### src/rtl/reg_file_pkg.sv
// Shared sizing constants and types for the 8x16 operand register file.
// Latency: n/a. Backpressure: n/a.
package reg_file_pkg;
    localparam int WIDTH  = 16;
    localparam int DEPTH  = 8;
    localparam int ADDR_W = 3;

    typedef logic [WIDTH-1:0]  reg_data_t;
    typedef logic [ADDR_W-1:0] reg_addr_t;
endpackage

### src/rtl/reg_file_rd_port.sv
// DEPTH:1 read mux for one register file port; REG_FILE_BYPASS_EN adds write-through forwarding.
// Latency: 0 cycles (combinational). Backpressure: none.
module reg_file_rd_port
    import reg_file_pkg::*;
(
    input  reg_data_t [DEPTH-1:0] regs_i,
    input  reg_addr_t             rd_addr_i,
`ifdef REG_FILE_BYPASS_EN
    input  logic                  wr_i,
    input  reg_addr_t             wr_addr_i,
    input  reg_data_t             wr_dat_i,
`endif
    output reg_data_t             d_out_o
);

    always_comb begin
        d_out_o = regs_i[rd_addr_i];
`ifdef REG_FILE_BYPASS_EN
        // Forward the in-flight write so decode sees it in the same cycle.
        if (wr_i && (rd_addr_i == wr_addr_i)) begin
            d_out_o = wr_dat_i;
        end
`endif
    end

endmodule

### src/rtl/reg_file.sv
// 8x16 register file, two combinational read ports, one synchronous write port (optional REG_FILE_BYPASS_EN).
// Latency: write 1 cycle, read 0 cycles. Backpressure: none; a write occurs every cycle wr is high.
module reg_file
    import reg_file_pkg::*;
(
    input  logic              clk,
    input  logic              reset,
    input  logic              wr,
    input  logic [ADDR_W-1:0] rd_addr_a,
    input  logic [ADDR_W-1:0] rd_addr_b,
    input  logic [ADDR_W-1:0] wr_addr,
    input  logic [WIDTH-1:0]  d_in,
    output logic [WIDTH-1:0]  d_out_a,
    output logic [WIDTH-1:0]  d_out_b
);

    reg_data_t [DEPTH-1:0] regs_q;
    reg_data_t [DEPTH-1:0] regs_d;

    always_comb begin
        regs_d = regs_q;
        if (wr) begin
            regs_d[wr_addr] = d_in;
        end
    end

    // reset is active-low; asserting it clears every register without a clock.
    always_ff @(posedge clk or negedge reset) begin
        if (!reset) begin
            regs_q <= '0;
        end else begin
            regs_q <= regs_d;
        end
    end

    reg_file_rd_port u_rd_port_a (
        .regs_i    (regs_q),
        .rd_addr_i (rd_addr_a),
`ifdef REG_FILE_BYPASS_EN
        .wr_i      (wr),
        .wr_addr_i (wr_addr),
        .wr_dat_i  (d_in),
`endif
        .d_out_o   (d_out_a)
    );

    reg_file_rd_port u_rd_port_b (
        .regs_i    (regs_q),
        .rd_addr_i (rd_addr_b),
`ifdef REG_FILE_BYPASS_EN
        .wr_i      (wr),
        .wr_addr_i (wr_addr),
        .wr_dat_i  (d_in),
`endif
        .d_out_o   (d_out_b)
    );

endmodule

### config.mk
export PLATFORM = sky130hd
export DESIGN_NAME = reg_file
export DESIGN_NICKNAME = d
export VERILOG_FILES = /design/src/rtl/reg_file_pkg.sv /design/src/rtl/reg_file_rd_port.sv /design/src/rtl/reg_file.sv
export SDC_FILE = /design/constraint.sdc
export NUM_CORES = 1
export LEC_CHECK = 0
export CORE_MARGIN = 5
export CORE_UTILIZATION = 59
export DETAILED_ROUTE_END_ITERATION = 8
export GPL_ROUTABILITY_DRIVEN = 0
export PLACE_DENSITY = 0.88
export SYNTH_ARGS = -nofsm -noshare
export SYNTH_HDL_FRONTEND = slang
export SYNTH_HIERARCHICAL = 1
export SYNTH_SLANG_ARGS = --single-unit
### constraint.sdc
create_clock -name clk -period 1.39 [get_ports clk]
set_input_delay 0.139 -clock clk [delete_from_list [all_inputs] [get_ports clk]]
set_output_delay 0.139 -clock clk [all_outputs]
set_load 0.01 [all_outputs]
==> results.rst, run 1 <==
.. list-table::
   :header-rows: 1

   * - Metric
     - Value
   * - Basic-gate share of the synthesized area counting and, or, nand and nor cells
     - 1.613%
   * - Clock root cell
     - sky130_fd_sc_hd__clkbuf_16
   * - Number of buffers created by CTS
     - 17
   * - Leading cell type in the layout, fill and taps excluded
     - sky130_fd_sc_hd__dfrtp_1
   * - Critical Path Source Type
     - flip-flop
   * - Routed length per instance
     - between 20 and 30 um
   * - Distinct cell type count after synthesis
     - 17
   * - Total length of routed wires
     - between 15,000 and 20,000 um
   * - Total standard cell area after synthesis
     - 7057 um^2
   * - Count of H-tree levels built during CTS
     - 4
   * - Count of final hold-check violations
     - 0
   * - Starting DRC count in detailed routing
     - ~300
   * - Post-route fraction of the period consumed by the critical path
     - 135.5%
   * - Post-Synth XOR/XNOR Area
     - 0%
   * - Worst-case register-to-register setup slack
     - 0.36 ns
   * - Synthesis-to-finish area growth
     - 26.84%
   * - TritonCTS clock tree
     - done
   * - Highest-count cells in the layout ignoring fill and taps
     - sky130_fd_sc_hd__dfrtp_1, sky130_fd_sc_hd__mux2_2, sky130_fd_sc_hd__mux4_2, sky130_fd_sc_hd__buf_4, sky130_fd_sc_hd__mux2_4
   * - Number of max-slew violations in the final report
     - 0
   * - Setup repair after global routing missed its margin
     - yes
   * - Layout cell share with drive strength beyond 1
     - 70.58%
   * - Top Registers
     - regs_q (128)
   * - Shortest clock period the worst path allows after layout
     - 1.884 ns
   * - Relative contribution of sequential cells to total power
     - 38.5%
   * - I/O Pins
     - 60
   * - Static leakage
     - 3.883 nW
   * - Via count
     - 4,280
   * - Max Clk Rate
     - 0.5309 GHz
   * - Die Footprint
     - 14,250 um^2
   * - Clock-pin transition on the worst setup and hold timing paths
     - 0.06 ns
   * - Proportion of netlist area held by the largest area contributor
     - 45.39%
   * - Most flop-heavy register
     - regs_q
   * - Endpoint class of the critical path
     - primary output
   * - Maximum ir drop on the vdd rail
     - around 1.0 mV
   * - Fin worst setup slack
     - -0.4936 ns
   * - Placed instance count
     - approximately 610
   * - Comb pwr share
     - 29.0%
   * - Post-Syn Nets
     - 421
   * - Clock share of power
     - 32.4%
   * - Core area
     - 11,860 um^2
   * - Clock Sink Count
     - 128
   * - Type of the tightest min-delay check
     - in -> async
   * - Worst-case reg-to-reg path depth
     - 3
   * - Pin count of the biggest net entering global routing
     - 42
   * - Relative slew slack
     - 70.34%
   * - Nets
     - 535
   * - IO Port Bufs
     - 59
   * - Switching share of power
     - between 20% and 30%
   * - Final Skew
     - 0 ns
   * - Combinational family with the most area after synthesis
     - multiplexers
   * - Sum of net half-perimeters after detailed placement
     - 10,390 um
   * - Areal power density over the cells
     - approximately 1500 nW/um^2
   * - All-layer global routing usage
     - 26.80%
   * - Antenna violations before repair
     - 0
   * - Hold Slack
     - 0.2086 ns
   * - FP Rows
     - 40
   * - Post-detailed-route DRC marker count
     - 0
   * - Slew at the pin closest to its max-slew limit
     - 0.4449 ns
   * - Max FO, Critical Path
     - 3
   * - Data arrival at the endpoint of the critical path
     - 1.74 ns
   * - Avg Synthesized Cell Area
     - 17.96 um^2
   * - Starting density of the core
     - 59.49%
   * - Number of diodes added for antenna fixing
     - 0
   * - Register bit total from synthesis
     - 128
   * - Adder-Cell Fraction of Synth Area
     - 0%
   * - Synthesized-area fraction occupied by ao, oa, aoi and oai cells
     - 0%
   * - Launch instance of the worst register-to-register path
     - regs_q[13]
   * - Synthesized netlist cell count
     - 393
   * - Horizontal die dimension
     - 119.4 um
   * - Dominant cells by area after synthesis
     - sky130_fd_sc_hd__dfrtp_1, sky130_fd_sc_hd__mux2_2, sky130_fd_sc_hd__mux4_1
   * - Internal Dissipation
     - 9.881 mW
   * - Die extent in y
     - ~120 um
   * - Cell type with the largest total area after synthesis
     - sky130_fd_sc_hd__dfrtp_1
   * - Global route overflow
     - 0
   * - Share of the yosys chip area belonging to registers
     - between 40% and 50%
   * - Number of maximum-capacitance constraint violations
     - 0
   * - Multiplexer share of the synthesized area
     - around half
   * - Number of detailed-route iterations in the first pass
     - 4
   * - Net switching power
     - 3.743 mW
   * - Clock buffer depth
     - 2
   * - Final instance area
     - between 8000 and 9000 um^2
   * - Crit path required time
     - 1.25 ns
   * - Placed Area
     - 8173 um^2
   * - Wire length of the first global-routing pass
     - between 20,000 and 30,000 um
   * - Violated checks
     - negative setup slack
   * - Final instance count without filler cells
     - about 670
   * - Number of flip-flops in the largest register
     - 128
   * - Endpoint of the most critical register-to-register path
     - regs_q[13]
   * - Number of setup violations in the final report
     - 32
   * - Warnings, synthesis
     - 6
   * - Worst-skew pair later-pin latency
     - between 0.4 and 0.5 ns
   * - Run status
     - finished with violations
   * - Classification of the worst setup path
     - reg -> out
   * - Detailed-route vias per instance
     - 6.417
   * - Vias in the first global route
     - ~4,900
   * - Remaining number of nets flagged by the antenna check after routing
     - 0
## repair_timing
item,4_1_cts,5_1_grt
buffers inserted,19,4
gates resized for setup,235,18
setup endpoints to repair,32,69
hold buffers,1,0
pin swaps,0,2
hold endpoints to repair,25,0
gates cloned,0,2
## worst max-delay path by stage
stage	cells after the start	slack, ns	from	end
detailed placement	5	-0.76	rd_addr_b[2]	d_out_b[4]
finish	3	-0.49	regs_q[82]	d_out_a[2]
CTS	3	-0.51	regs_q[82]	d_out_a[2]
floorplan	4	0.04	wr_addr[0]	regs_q[10]
global route	3	-0.53	regs_q[126]	d_out_b[14]
global placement	5	-0.74	rd_addr_a[2]	d_out_a[4]
## critical path, stage by stage, from the launching register on
cell	delay (ns)
sky130_fd_sc_hd__dfrtp_1	0.41
sky130_fd_sc_hd__mux4_2	0.49
sky130_fd_sc_hd__mux2_4	0.30
sky130_fd_sc_hd__buf_6	0.12
## layer usage
layer,vias up,track usage [%],wire length (um)
li1,1790,-,-
met1,2265,32.37,6812
met2,188,45.25,9646
met3,37,7.312,1160
met4,0,11.81,451
met5,-,0,0
## cells in the mapped netlist
library cell               count
sky130_fd_sc_hd__buf_6        13
sky130_fd_sc_hd__nor4bb_1      2
sky130_fd_sc_hd__mux2_2      150
sky130_fd_sc_hd__mux2_4       10
sky130_fd_sc_hd__mux4_2        8
sky130_fd_sc_hd__nand4b_2      3
sky130_fd_sc_hd__and4bb_2      1
sky130_fd_sc_hd__buf_1         4
sky130_fd_sc_hd__buf_4         1
sky130_fd_sc_hd__mux4_1       56
sky130_fd_sc_hd__buf_2         8
sky130_fd_sc_hd__dfrtp_1     128
sky130_fd_sc_hd__clkbuf_2      2
sky130_fd_sc_hd__buf_8         1
sky130_fd_sc_hd__nand4_2       1
sky130_fd_sc_hd__clkbuf_1      4
sky130_fd_sc_hd__nor4b_4       1
## power groups by stage
stage	combinational [mW]	sequential (mW)	clock, mW
detailed placement	3.37	5.19	0
floorplan	2.14	4.94	0
global route	4.20	5.34	4.64
finish	3.96	5.25	4.42
global placement	3.25	5.05	0
CTS	3.88	5.22	4.47
## stage by stage
stage | util, % | setup TNS [ns] | setup slack [ns] | power, mW
floorplan | - | 0 | 0.03533 | 7.080
global placement | 68.90 | -62.26 | -0.7367 | 8.302
detailed placement | 68.90 | -68.38 | -0.7556 | 8.557
CTS | 74.34 | -15.08 | -0.5115 | 13.56
global route | 75.46 | -16.02 | -0.5293 | 14.18
finish | 75.46 | -14.59 | -0.4936 | 13.62
## layout make-up
| cell class | count | area [um^2] |
|---|---|---|
| clock buffers | 17 | 425.4 |
| clock inverters | 15 | 162.7 |
| fillers | 703 | 2910 |
| multi-input cells | 232 | 3537 |
| flip-flops and latches | 128 | 3203 |
| well taps | 147 | 183.9 |
| repair buffers | 128 | 1439 |
## cell families after synthesis
kind of cell | Yosys count
and+or+nand+nor | 8
muxes | 224
buffers and inverters | 33
DFF | 128
Power figures use the tool's default switching activity.
==> run 2, diff against run 1 <==
--- a/config.mk
+++ b/config.mk
@@ -10,4 +10,5 @@
 export DETAILED_ROUTE_END_ITERATION = 8
 export GPL_ROUTABILITY_DRIVEN = 0
+export GPL_TIMING_DRIVEN = 0
 export PLACE_DENSITY = 0.88
 export SYNTH_ARGS = -nofsm -noshare
==> constraint.sdc (replaced) <==
create_clock -name clk -period 1.39 [get_ports clk]
set_input_delay 0.139 -clock clk [delete_from_list [all_inputs] [get_ports clk]]
set_output_delay 0.139 -clock clk [all_outputs]
set_load 0.02 [all_outputs]
==> results.rst, run 2 (synthesis results as in run 1) <==
.. list-table::
   :header-rows: 1

   * - Metric
     - Value
   * - Wire length of the first global-routing pass
     - 27,120 um (-4.5%)
   * - Relative contribution of sequential cells to total power
     - 38.9% (+0.4 points)
   * - Max FO, Critical Path
     - 3 (unchanged)
   * - Routed length per instance
     - 27.36 um (+0.97%)
   * - Shortest clock period the worst path allows after layout
     - 1.882 ns (-0.001538 ns)
   * - Critical Path Source Type
     - flip-flop
   * - Number of diodes added for antenna fixing
     - 0 (unchanged)
   * - Data arrival at the endpoint of the critical path
     - 1.74 ns (about the same)
   * - Die Footprint
     - 14,250 um^2 (unchanged)
   * - Slew at the pin closest to its max-slew limit
     - 0.8146 ns (+0.3697 ns)
   * - Post-detailed-route DRC marker count
     - 0 (unchanged)
   * - Critical path's slowest cell
     - sky130_fd_sc_hd__mux4_2
   * - Via count
     - 4,250 (-0.70%)
   * - Number of max-slew violations in the final report
     - 0 (unchanged)
   * - Clock Sink Count
     - 128 (unchanged)
   * - Endpoint class of the critical path
     - primary output
   * - Ordered list of cells on the worst path
     - mux4_2 > mux2_4 > buf_6
   * - Number of setup violations in the final report
     - 32 (unchanged)
   * - Nets
     - 507 (-5.2%)
   * - Areal power density over the cells
     - 1575 nW/um^2 (+3.5%)
   * - Worst-skew pair later-pin latency
     - 0.41 ns (about the same)
   * - Vias in the first global route
     - 4,686 (-5.1%)
   * - Count of H-tree levels built during CTS
     - 4 (unchanged)
   * - Pin count of the biggest net entering global routing
     - 75 (+79%)
   * - Comb pwr share
     - 29.6% (+0.6 points)
   * - Top Registers
     - regs_q (128)
   * - Number of maximum-capacitance constraint violations
     - 0 (unchanged)
   * - Layout cell share with drive strength beyond 1
     - 68.64% (-1.9 points)
   * - All-layer global routing usage
     - 25.65% (-1.2 points)
   * - Die extent in y
     - 119.4 um (unchanged)
   * - I/O Pins
     - 60 (unchanged)
   * - Met3 layer wire length in the routed design
     - 1143 um (-1.5%)
   * - Internal Dissipation
     - 9.727 mW (-1.6%)
   * - Final Skew
     - 0 ns (unchanged)
   * - Total length of routed wires
     - 17,450 um (-3.4%)
   * - Clock root cell
     - sky130_fd_sc_hd__clkbuf_16
   * - Type of the tightest min-delay check
     - in -> reg
   * - Core area
     - 11,860 um^2 (unchanged)
   * - Leading cell type in the layout, fill and taps excluded
     - sky130_fd_sc_hd__dfrtp_1
   * - Clock buffer depth
     - 2 (unchanged)
   * - Relative slew slack
     - 45.46% (-25 points)
   * - Switching share of power
     - 27.20% (-0.28 points)
   * - Antenna violations before repair
     - 0 (unchanged)
   * - Max Clk Rate
     - 0.5313 GHz (about the same)
   * - Combined buffer and inverter count along the critical path
     - 1 (unchanged)
   * - Static leakage
     - 3.654 nW (-5.9%)
   * - Sum of net half-perimeters after detailed placement
     - 10,310 um (-0.80%)
   * - Violated checks
     - negative setup slack
   * - Count of final hold-check violations
     - 0 (unchanged)
   * - Final instance area
     - 8481 um^2 (-5.3%)
   * - TritonCTS clock tree
     - done
   * - Starting DRC count in detailed routing
     - 351 (+14%)
   * - Detailed route wirelength on metal2
     - 8908 um (-7.7%)
   * - Util after Layout
     - 71.50% (-4.0 points)
   * - Number of flip-flops in the largest register
     - 128 (unchanged)
   * - Number of buffers created by CTS
     - 17 (unchanged)
   * - Run status
     - finished with violations
   * - Post-route fraction of the period consumed by the critical path
     - 135.4% (about the same)
   * - Final setup TNS
     - -14.45 ns (+0.1400 ns)
   * - Pre-CTS setup slack
     - -1.414 ns (-0.6586 ns)
   * - Horizontal die dimension
     - 119.4 um (unchanged)
   * - Setup repair after global routing missed its margin
     - yes
   * - IO Port Bufs
     - 51 (-14%)
   * - Overall power
     - 13.36 mW (-1.9%)
   * - Crit path required time
     - 1.25 ns (about the same)
   * - Detailed-route vias per instance
     - 6.661 (+3.8%)
   * - Starting density of the core
     - 59.49% (unchanged)
   * - Clock share of power
     - 31.5% (-0.9 points)
   * - Remaining number of nets flagged by the antenna check after routing
     - 0 (unchanged)
   * - FP Rows
     - 40 (unchanged)
   * - Fin worst setup slack
     - -0.4920 ns (+0.001538 ns)
   * - Highest-count cells in the layout ignoring fill and taps
     - sky130_fd_sc_hd__dfrtp_1, sky130_fd_sc_hd__mux2_2, sky130_fd_sc_hd__mux4_2, sky130_fd_sc_hd__buf_6, sky130_fd_sc_hd__mux2_4
   * - Global route overflow
     - 0 (unchanged)
   * - Classification of the worst setup path
     - reg -> out
   * - Uppermost metal layer occupied by signal nets
     - met4
   * - Number of detailed-route iterations in the first pass
     - 4 (unchanged)
   * - Placed Area
     - 7780 um^2 (-4.8%)
   * - Gate family responsible for the most delay along the worst path
     - multiplexers
   * - Wire length on met1
     - 6965 um (+2.2%)
   * - Maximum ir drop on the vdd rail
     - 1.006 mV (-3.0%)
   * - Synthesis-to-finish area growth
     - 20.18%
   * - Clock-pin transition on the worst setup and hold timing paths
     - 0.06 ns (about the same)
   * - Net switching power
     - 3.634 mW (-2.9%)
   * - Critical Path Max Stage Delay
     - 0.49 ns (about the same)
   * - Most flop-heavy register
     - regs_q
## run 2: cell types whose count changed in the layout (fill, tap and decap cells not counted), sizes merged
cell,previous run,this run
buf,101,73
clkbuf,19,31
clkdlybuf4s50,21,16
clkinv,8,5
clkinvlp,3,0
dlymetal6s2s,3,0
clkdlybuf4s15,0,2
dlygate4sd2,0,2
inv,2,0
bufinv,2,1
## run 2: worst min-delay path, cell delays in order
cell                      delay (ns)
sky130_fd_sc_hd__buf_6          0.11
sky130_fd_sc_hd__nor4b_4        0.10
sky130_fd_sc_hd__mux2_2         0.23
## run 2: final cells by class
| cell class | instances | area, um^2 |
|---|---|---|
| clock buffer | 25 | 505.5 |
| clock inverter | 6 | 55.05 |
| multi-input combinational | 232 | 3522 |
| timing repair buffer | 67 | 691.9 |
| fill | 751 | 3381 |
| buffer | 33 | 319.1 |
| tap | 147 | 183.9 |
| sequential | 128 | 3203 |
## run 2: path summary, 6_finish.rpt
kind / from / end / slack, ns / cells after the start
min in group asynchronous: reset / regs_q[42] / 0.26 / 2
min: wr_addr[0] / regs_q[1] / 0.21 / 3
max: regs_q[35] / d_out_b[3] / -0.49 / 3
max reg2reg: regs_q[120] / regs_q[120] / 0.44 / 2
max in group asynchronous: reset / regs_q[83] / 0.40 / 3
min reg2reg: regs_q[45] / regs_q[45] / 0.52 / 1
## run 2: what timing repair did
action / CTS / global route
hold endpoints to repair: 54 / 0
buffers inserted: 11 / 3
gates resized for setup: 285 / 17
hold buffers: 1 / 0
endpoints found under the setup margin: 32 / 32
## run 2: metrics by stage
step | instances | hold slack [ns]
finish | 638 | 0.2052
global route | 638 | 0.1926
CTS | 635 | 0.1854
detailed placement | 592 | 0.1336
global placement | 591 | 0.4927
floorplan | 393 | -0.1566
## run 2: power groups by stage
stage | Combinational, mW | Clock [mW] | Sequential, mW
2_1_floorplan | 2.36 | 0 | 4.94
3_3_place_gp | 3.30 | 0 | 5.03
3_5_place_dp | 3.42 | 0 | 5.14
4_1_cts | 3.86 | 4.23 | 5.16
5_1_grt | 4.18 | 4.40 | 5.29
6_report | 3.95 | 4.21 | 5.20
## run 2: metal layers
metal	global-route usage, %	vias to the layer above
met5	0	-
met4	11.17	0
met3	6.648	37
met2	41.79	188
met1	32.63	2288
li1	-	1737
==> run 3, diff against run 2 <==
Settings changed: CAP_MARGIN set to 0, CTS_CLUSTER_DIAMETER set to 120.
Clock period 1.39 ns to 2.1 ns, I/O delays scaled along.
==> results.rst, run 3 (synthesis results as in run 1) <==
.. list-table::
   :header-rows: 1

   * - Metric
     - Value
   * - Launch instance of the worst register-to-register path
     - regs_q[120]
   * - Highest-count cells in the layout ignoring fill and taps
     - sky130_fd_sc_hd__mux2_2, sky130_fd_sc_hd__dfrtp_1, sky130_fd_sc_hd__mux4_1, sky130_fd_sc_hd__buf_2, sky130_fd_sc_hd__clkbuf_16
   * - I/O Pins
     - 60 (unchanged)
   * - Number of maximum-capacitance constraint violations
     - 0 (unchanged)
   * - Most flop-heavy register
     - regs_q
   * - Die extent in y
     - 119.4 um (unchanged)
   * - Setup repair after global routing missed its margin
     - no
   * - IO Port Bufs
     - 51 (unchanged)
   * - Count of H-tree levels built during CTS
     - 4 (unchanged)
   * - Critical Path Source Type
     - flip-flop
   * - Areal power density over the cells
     - 1006 nW/um^2 (-36%)
   * - Number of diodes added for antenna fixing
     - 0 (unchanged)
   * - Number of max-slew violations in the final report
     - 0 (unchanged)
   * - Final instance count without filler cells
     - 624 (-2.2%)
   * - Combined area of the multi-input logic cells
     - 3575 um^2 (+1.5%)
   * - Shortest clock period the worst path allows after layout
     - 2.080 ns
   * - Detailed-route vias per instance
     - 6.665 (about the same)
   * - Placed Area
     - 7780 um^2 (unchanged)
   * - All-layer global routing usage
     - 24.73% (-0.91 points)
   * - TritonCTS clock tree
     - done
   * - Type of the tightest min-delay check
     - in -> reg
   * - Synthesis-to-finish area growth
     - 16.91%
   * - Wire length of the first global-routing pass
     - 25,940 um (-4.3%)
   * - Worst setup startpoint
     - regs_q[30]
   * - Clock-pin transition on the worst setup and hold timing paths
     - 0.06 ns (about the same)
   * - Antenna violations before repair
     - 0 (unchanged)
   * - Pre-CTS setup slack
     - -0.8462 ns (+0.5680 ns)
   * - Fin worst setup slack
     - 0.01999 ns (+0.5120 ns)
   * - Maximum ir drop on the vdd rail
     - 0.5999 mV (-40%)
   * - Clock root cell
     - sky130_fd_sc_hd__clkbuf_16
   * - Number of flip-flops in the largest register
     - 128 (unchanged)
   * - Overall power
     - 8.302 mW (-38%)
   * - Leading cell type in the layout, fill and taps excluded
     - sky130_fd_sc_hd__mux2_2
   * - Static leakage
     - 3.603 nW (-1.4%)
   * - Placed instance count
     - 592 (unchanged)
   * - Sum of net half-perimeters after detailed placement
     - 10,310 um (unchanged)
   * - Max FO, Critical Path
     - 3 (unchanged)
   * - Classification of the worst setup path
     - reg -> out
   * - HP Start
     - wr_addr[0]
   * - Relative slew slack
     - 40.54% (-4.9 points)
   * - Setup bufs post-CTS
     - 0 (-11)
   * - Routed length per instance
     - 27.12 um (-0.86%)
   * - Vias in the first global route
     - 4,553 (-2.8%)
   * - Via count
     - 4,159 (-2.1%)
   * - Hold Slack
     - 0.2731 ns (+0.06785 ns)
   * - Count of final hold-check violations
     - 0 (unchanged)
   * - Clock buffer depth
     - 2 (unchanged)
   * - Number of buffers created by CTS
     - 17 (unchanged)
   * - Final Skew
     - 0 ns (unchanged)
   * - Storage element area
     - 3203 um^2 (unchanged)
   * - Number of detailed-route iterations in the first pass
     - 4 (unchanged)
   * - Post-detailed-route DRC marker count
     - 0 (unchanged)
   * - Number of setup violations in the final report
     - 0 (-100%)
   * - FP Rows
     - 40 (unchanged)
   * - Endpoint class of the critical path
     - primary output
   * - Clock Sink Count
     - 128 (unchanged)
   * - Layout cell share with drive strength beyond 1
     - 57.65% (-11 points)
   * - Remaining number of nets flagged by the antenna check after routing
     - 0 (unchanged)
   * - Die Footprint
     - 14,250 um^2 (unchanged)
   * - Starting density of the core
     - 59.49% (unchanged)
   * - Top Registers
     - regs_q (128)
   * - Core area
     - 11,860 um^2 (unchanged)
   * - Post-route fraction of the period consumed by the critical path
     - around 99%
   * - Horizontal die dimension
     - 119.4 um (unchanged)
   * - Final instance area
     - 8250 um^2 (-2.7%)
   * - Starting DRC count in detailed routing
     - 300 (-15%)
   * - Total length of routed wires
     - 16,920 um (-3.0%)
   * - Fill cell count
     - 785 (+4.5%)
   * - Pin count of the biggest net entering global routing
     - 75 (unchanged)
   * - Global route overflow
     - 0 (unchanged)
   * - Crit path required time
     - 1.89 ns (+0.64 ns)
   * - Run status
     - complete, no violations
   * - Max Clk Rate
     - about 0.48 GHz
   * - Nets
     - 493 (-2.8%)
   * - Data arrival at the endpoint of the critical path
     - 1.87 ns (+0.13 ns)
   * - Worst-skew pair later-pin latency
     - 0.41 ns (about the same)
   * - Slew at the pin closest to its max-slew limit
     - 0.8920 ns (+0.07732 ns)
==> run 3: cell count changes in the layout (fill, tap and decap cells not counted) <==
cell,change
sky130_fd_sc_hd__clkbuf_2,+8
sky130_fd_sc_hd__buf_1,+2
sky130_fd_sc_hd__mux4_2,-46
sky130_fd_sc_hd__mux2_2,+32
sky130_fd_sc_hd__clkdlybuf4s15_2,+4
sky130_fd_sc_hd__buf_2,+18
sky130_fd_sc_hd__mux4_1,+46
sky130_fd_sc_hd__mux2_4,-32
sky130_fd_sc_hd__buf_4,-14
sky130_fd_sc_hd__buf_6,-32
==> run 3: worst max-delay path, stage by stage, from the launching register on <==
cell	delay, ns
sky130_fd_sc_hd__dfrtp_1	0.40
sky130_fd_sc_hd__mux4_1	0.51
sky130_fd_sc_hd__mux2_2	0.30
sky130_fd_sc_hd__clkdlybuf4s15_2	0.26
==> run 3: layout make-up <==
type	instances	share of cell area, %
buffer	33	3.685
sequential	128	38.82
clock inverter	6	0.6673
tap	147	2.229
timing repair buffer	53	5.141
multi-input combinational	232	43.33
clock buffer	25	6.127
==> run 3: through the flow <==
step | util [%] | TNS, ns
floorplan | - | 0
global placement | 65.35 | -521.04
detailed placement | 65.59 | -24.67
CTS | 70.88 | 0
global route | 69.56 | 0
finish | 69.56 | 0
==> run 3: repair_timing <==
item	4_1_cts	5_1_grt
hold buffers	1	0
gates resized for setup	113	29
setup endpoints to repair	32	27
endpoints found under the hold margin	54	0
==> run 3: power by group <==
part	switching [mW]	internal, mW	leakage, nW
clock	1.01	1.77	0.283
combinational	0.866	1.26	1.78
sequential	0.382	3.02	1.54
==> run 3: path summary, 6_finish.rpt <==
path,endpoint,slack (ns),depth (start not counted)
worst max-delay path,d_out_a[14],0.02,3
worst min-delay path,regs_q[4],0.27,3
worst max register to register,regs_q[120],1.28,1
worst min register to register,regs_q[61],0.51,1
max in group asynchronous,regs_q[1],1.01,3
min in group asynchronous,regs_q[106],0.33,2
==> run 3: layer usage <==
layer	vias up	global-route usage [%]	routed length, um
li1	1753	-	-
met1	2205	30.56	6862
met2	169	41.65	8671
met3	32	6.315	959
met4	0	10.24	429
met5	-	0	0
